$ cat config.mk
export PLATFORM = sky130hd
export DESIGN_NAME = xc20xx_cfg_loader
export DESIGN_NICKNAME = d
export VERILOG_FILES = /design/src/rtl/xc20xx_cfg_loader.sv
export SDC_FILE = /design/constraint.sdc
export NUM_CORES = 1
export LEC_CHECK = 0
export BUFFER_PORTS_ARGS = -buffer_cell sky130_fd_sc_hd__clkbuf_2
export CAP_MARGIN = 15
export CORE_MARGIN = 3
export CORE_UTILIZATION = 60
export DETAILED_ROUTE_END_ITERATION = 10
export HOLD_SLACK_MARGIN = 0.08
export PLACE_DENSITY = 0.92
export SLEW_MARGIN = 0
export SYNTH_ARGS = -nofsm -noshare
export SYNTH_HDL_FRONTEND = slang
export SYNTH_SLANG_ARGS = --single-unit
$ cat constraint.sdc
create_clock -name K -period 19.31 [get_ports K]
set_clock_uncertainty 0.2 [all_clocks]
set_input_delay 5.793 -clock K [delete_from_list [all_inputs] [get_ports K]]
set_output_delay 5.793 -clock K [all_outputs]
set_load 0.05 [all_outputs]
$ cat src/rtl/xc20xx_cfg_loader.sv
// Serial configuration loader: preamble/sync detection, length-count capture,
// header and per-frame framing checks, parallel frame write-out with address.
module xc20xx_cfg_loader #(
   parameter int FRAME_BITS = 71,
   parameter int NUM_FRAMES = 160,
   parameter int STOP_BITS  = 3,
   parameter int ADDR_W     = 8
) (
   input  logic                  K,
   input  logic                  RST_N,
   input  logic                  DIN,
   input  logic                  DIN_VALID,
   output logic [FRAME_BITS-1:0] FRAME_DATA,
   output logic [ADDR_W-1:0]     FRAME_ADDR,
   output logic                  FRAME_WE,
   output logic [23:0]           LEN_CNT,
   output logic                  BUSY,
   output logic                  DONE,
   output logic                  ERR
);

   typedef enum logic [3:0] {
      S_PRE, S_SYNC, S_LEN, S_HEND, S_FSTART, S_FDATA, S_FSTOP, S_DONE, S_ERR
   } state_t;

   localparam int CNT_MAX = (FRAME_BITS > 24) ? FRAME_BITS : 24;
   localparam int CNT_W   = $clog2(CNT_MAX + 1);

   localparam logic [CNT_W-1:0]  SYNC_MID   = CNT_W'(1);
   localparam logic [CNT_W-1:0]  SYNC_LAST  = CNT_W'(2);
   localparam logic [CNT_W-1:0]  HEND_LAST  = CNT_W'(3);
   localparam logic [CNT_W-1:0]  LEN_LAST   = CNT_W'(23);
   localparam logic [CNT_W-1:0]  DATA_LAST  = CNT_W'(FRAME_BITS - 1);
   localparam logic [CNT_W-1:0]  STOP_LAST  = CNT_W'(STOP_BITS - 1);
   localparam logic [ADDR_W-1:0] FRAME_LAST = ADDR_W'(NUM_FRAMES - 1);

   state_t                  state, state_nx;
   logic [3:0]              pre_cnt, pre_nx;
   logic [CNT_W-1:0]        bit_cnt, cnt_nx;
   logic [ADDR_W-1:0]       frame_cnt;
   logic [FRAME_BITS-1:0]   shreg;
   logic                    accept;
   logic                    shift_len;
   logic                    shift_frame;
   logic                    commit;

   assign accept = DIN_VALID;

   // State register, including the preamble and bit counters that qualify transitions
   always_ff @(posedge K) begin
      if (!RST_N) begin
         state   <= S_PRE;
         pre_cnt <= '0;
         bit_cnt <= '0;
      end else begin
         state   <= state_nx;
         pre_cnt <= pre_nx;
         bit_cnt <= cnt_nx;
      end
   end

   always_comb begin
      state_nx = state;
      pre_nx   = pre_cnt;
      cnt_nx   = bit_cnt;
      if (accept) begin
         unique case (state)
            S_PRE: begin
               if (DIN) begin
                  if (pre_cnt != 4'd8) pre_nx = pre_cnt + 4'd1;
               end else if (pre_cnt == 4'd8) begin
                  state_nx = S_SYNC;
                  pre_nx   = '0;
                  cnt_nx   = '0;
               end else begin
                  pre_nx = '0;
               end
            end
            // Remaining sync bits are 0,1,0: only the middle one is a 1
            S_SYNC: begin
               if (DIN != (bit_cnt == SYNC_MID)) begin
                  state_nx = S_PRE;
                  pre_nx   = DIN ? 4'd1 : 4'd0;
               end else if (bit_cnt == SYNC_LAST) begin
                  state_nx = S_LEN;
                  cnt_nx   = '0;
               end else begin
                  cnt_nx = bit_cnt + 1'b1;
               end
            end
            S_LEN: begin
               if (bit_cnt == LEN_LAST) begin
                  state_nx = S_HEND;
                  cnt_nx   = '0;
               end else begin
                  cnt_nx = bit_cnt + 1'b1;
               end
            end
            S_HEND: begin
               if (!DIN) begin
                  state_nx = S_ERR;
               end else if (bit_cnt == HEND_LAST) begin
                  state_nx = S_FSTART;
                  cnt_nx   = '0;
               end else begin
                  cnt_nx = bit_cnt + 1'b1;
               end
            end
            S_FSTART: begin
               if (DIN) begin
                  state_nx = S_ERR;
               end else begin
                  state_nx = S_FDATA;
                  cnt_nx   = '0;
               end
            end
            S_FDATA: begin
               if (bit_cnt == DATA_LAST) begin
                  state_nx = S_FSTOP;
                  cnt_nx   = '0;
               end else begin
                  cnt_nx = bit_cnt + 1'b1;
               end
            end
            S_FSTOP: begin
               if (!DIN) begin
                  state_nx = S_ERR;
               end else if (bit_cnt == STOP_LAST) begin
                  state_nx = (frame_cnt == FRAME_LAST) ? S_DONE : S_FSTART;
                  cnt_nx   = '0;
               end else begin
                  cnt_nx = bit_cnt + 1'b1;
               end
            end
            default: ;
         endcase
      end
   end

   always_comb begin
      BUSY        = (state != S_PRE) && (state != S_DONE) && (state != S_ERR);
      DONE        = (state == S_DONE);
      ERR         = (state == S_ERR);
      shift_len   = accept && (state == S_LEN);
      shift_frame = accept && (state == S_FDATA);
      commit      = accept && (state == S_FSTOP) && DIN && (bit_cnt == STOP_LAST);
   end

   // Output registers: frame write-out and captured length count
   always_ff @(posedge K) begin
      if (!RST_N) begin
         FRAME_WE   <= 1'b0;
         FRAME_DATA <= '0;
         FRAME_ADDR <= '0;
         LEN_CNT    <= '0;
         frame_cnt  <= '0;
      end else begin
         FRAME_WE <= commit;
         if (shift_len) LEN_CNT <= {LEN_CNT[22:0], DIN};
         if (commit) begin
            FRAME_DATA <= shreg;
            FRAME_ADDR <= frame_cnt;
            frame_cnt  <= frame_cnt + 1'b1;
         end
      end
   end

   // Frame shift register: contents only matter once a full frame has been shifted in
   always_ff @(posedge K) begin
      if (shift_frame) shreg <= {shreg[FRAME_BITS-2:0], DIN};
   end

endmodule

==> impl_metrics.yaml <==
outcome:
  status: "completed"
clock_network:
  clkLatencyLatePin_ns: 0.42
  cts_resized: 0
  htreeDepth: 4
  post-cts-setup-buffer-count: 0
  cts_sinks: 198
  cts_tree: "built"
  path_clk_slew_ns: 0.07
  hold_buffers: 0
  root_buffer: "clkbuf_16"
  clock_path_buffers: 2
  numCtsBuffers: 17
yosys:
  synth_top_cell_area_share: 0.3361
  yosysWarnings: 0
  synth_area_leaders: "dfxtp_1 (34%), edfxtp_1 (28%), nand2_1 (11%), a21boi_0 (10%), clkbuf_1 (2.1%)"
  synth-seq-cells: 198
  syn_inst: 733
  synth_edf_count: 71
  synth_nets: 743
  synthFlopType: "dfxtp_1"
  syn_area_per_cell_um2: 10.32
  synth.distinct_cells: 54
  netlist_area_um2: 7565
  async_reset_ff_frac: 0
  ys_seq_area_frac: 0.6179
  synth_area_leader_cell: "dfxtp_1"
pwr:
  swShare: 0.2050
  cellInternalPower_mw: 0.6158
  p_comb_frac: 0.012
  irDropWorstVdd_mv: 0.05325
  power.switching_mw: 0.1588
  p_leak_nw: 3.129
  p_seq_frac: 0.554
  power.density_nw_per_um2: 88.64
  clkPwrFrac: 0.434
sta:
  post-route-period-util: 0.4129
  rsz0062_at_grt: "false"
  finalCriticalPeriod_ns: 7.974
  tns_ns: 0
  setup_viol: 0
  hold_viol: 0
  maxSlewViolCount: 0
  relSlewSlack: 0.2855
  worst-slew-pin-transition_ns: 1.072
  fmax_ghz: 0.1254
  hold_ws_ns: 0.2471
routing:
  vias: 5586
  vias_per_cell: 5.592
  wl_per_cell_um: 15.24
  drcViolationCount: 0
  wl_um: 15230
  drt_iter0_drc: 556
  ant_nets: 0
  firstDrtPassIters: 5
setup_path:
  critPathKind: "input pin to register"
  cp.arrival_ns: 8.12
  cp-start-kind: "input pin"
  crit_required_ns: 19.45
  reg2reg_depth: 7
  cp_max_fo: 62
  cp-end-kind: "register"
die:
  die_w_um: 118.3
  start_util: 0.6220
  core_um2: 12160
  die_y_um: 118.3
  die_area_um2: 13990
  rows: 40
  io_pins: 111
finish:
  final_nets: 828
  multi_input_area_um2: 2663
  seq_area_um2: 4674
  post-route-cell-area_um2: 8738
  area_growth_pct: 15.51
  final_layout_size_suffix_gt1_frac: 0.1877
  antennaDiodeCount: 0
  final_util: 0.7185
  nFillCells: 875
global_routing:
  grt_pass1_wl_um: 25140
  grt_max_degree: 131
  overflow: 0
  grt_usage: 0.2202
  grt_antenna_before_repair: 0
  grt_pass1_vias: 5196
placement:
  dpl-instance-area_um2: 8173
  place.gp.congestion: 0.9337
  io_buffers: 110
  hpwl_um: 9297
run:
  maxCapViolations: 0
min_path:
  hold_path.class: "register to register"
  worstHoldPathCells: 0
sequential cells by signal, summed over array words and instances, names as in the netlist:
signal	cells
state	4
pre_cnt	4
frame_cnt	8
FRAME_WE	1
FRAME_ADDR	8
shreg	71
LEN_CNT	24
bit_cnt	7
FRAME_DATA	71
cells by family after synthesis:
group / count (synthesis) / synth area share
XOR/XNOR: 5 / 0.005789
AND/OR/NAND/NOR: 306 / 0.1786
buffers and inverters: 60 / 0.03126
flip-flops: 198 / 0.6179
multiplexers: 5 / 0.006616
AO/OA/AOI/OAI: 153 / 0.1499
adder cells (fa/ha/maj): 6 / 0.009924
Yosys cell counts, types with 4 or more instances:
cell and number:
ha_1 6, inv_1 12, or3_1 5, clkbuf_1 43, nand2_1 225, edfxtp_1 71
nor2_1 11, a21boi_0 105, nand4_1 5, nand2b_1 6, nor4_1 4, or4_1 4
o31ai_1 5, mux2i_1 5, a21oi_1 8, and2_1 5, xnor2_1 5, dfxtp_1 127
a31oi_1 4, and3_1 7, nor3_1 6, o21ai_0 9, nand3_1 9
per-stage QoR:
| step | cells | power [mW] | setup WS (ns) |
|---|---|---|---|
| CTS | 999 | 0.7815 | 11.35 |
| detailed placement | 967 | 0.4478 | 10.93 |
| global placement | 967 | 0.4478 | 10.99 |
| global route | 999 | 0.7987 | 11.08 |
| finish | 999 | 0.7746 | 11.34 |
| floorplan | 733 | 0.4458 | 7.530 |
final timing paths:
kind	slack, ns	endpoint	start
max reg2reg	16.00	frame_cnt[6]$_SDFFE_PN0P_	bit_cnt[1]$_SDFFE_PN0P_
min reg2reg	0.25	shreg[16]$_DFFE_PP_	shreg[15]$_DFFE_PP_
min	0.25	shreg[16]$_DFFE_PP_	shreg[15]$_DFFE_PP_
max	11.34	frame_cnt[6]$_SDFFE_PN0P_	DIN
worst max-delay path, cell delays in order:
cell,delay (ns)
clkbuf_2,0.25
nand3b_1,0.19
nor4_1,0.43
nand2_2,0.38
buf_4,0.44
nor4_1,0.39
mux2i_1,0.22
cell usage in the layout (no fill, tap or decap), types with 3 or more instances in the layout:
master	Yosys	layout
nand2_1	225	224
dfxtp_1	127	127
clkbuf_2	0	109
a21boi_0	105	105
edfxtp_1	71	71
clkbuf_16	0	17
inv_1	12	12
nor2_1	11	11
nand3_1	9	9
o21ai_0	9	9
a21oi_1	8	8
nand2b_1	6	6
and3_1	7	6
ha_1	6	6
nor3_1	6	5
and2_1	5	5
or3_1	5	5
mux2i_1	5	5
nand4_1	5	5
xnor2_1	5	5
o31ai_1	5	5
nor4_1	4	4
a31oi_1	4	4
or4_1	4	4
clkinvlp_4	0	4
buf_4	0	4
or3b_2	3	3
nor2b_1	3	3
o21a_1	3	3
layer usage:
layer	GRT usage	wire (µm)
met5	0	0
met4	0.09304	302
met3	0.04593	883
met2	0.3458	7251
met1	0.2986	6788
area by class of cell:
cell class                      instances  area share
Inverter                               12    0.005155
Sequential cell                       198      0.5349
Timing Repair Buffer                  114     0.06644
Tap cell                              168     0.02406
Multi-Input combinational cell        475      0.3047
Clock inverter                         13     0.01403
Clock buffer                           19     0.05069
power groups by stage:
stage	Clock (mW)	Combinational, mW	Sequential (mW)
2_1_floorplan	0	0.00747	0.438
3_3_place_gp	0	0.00947	0.438
3_5_place_dp	0	0.00942	0.438
4_1_cts	0.343	0.00946	0.429
5_1_grt	0.359	0.0105	0.429
6_report	0.336	0.00948	0.429
Power figures use the tool's default switching activity.
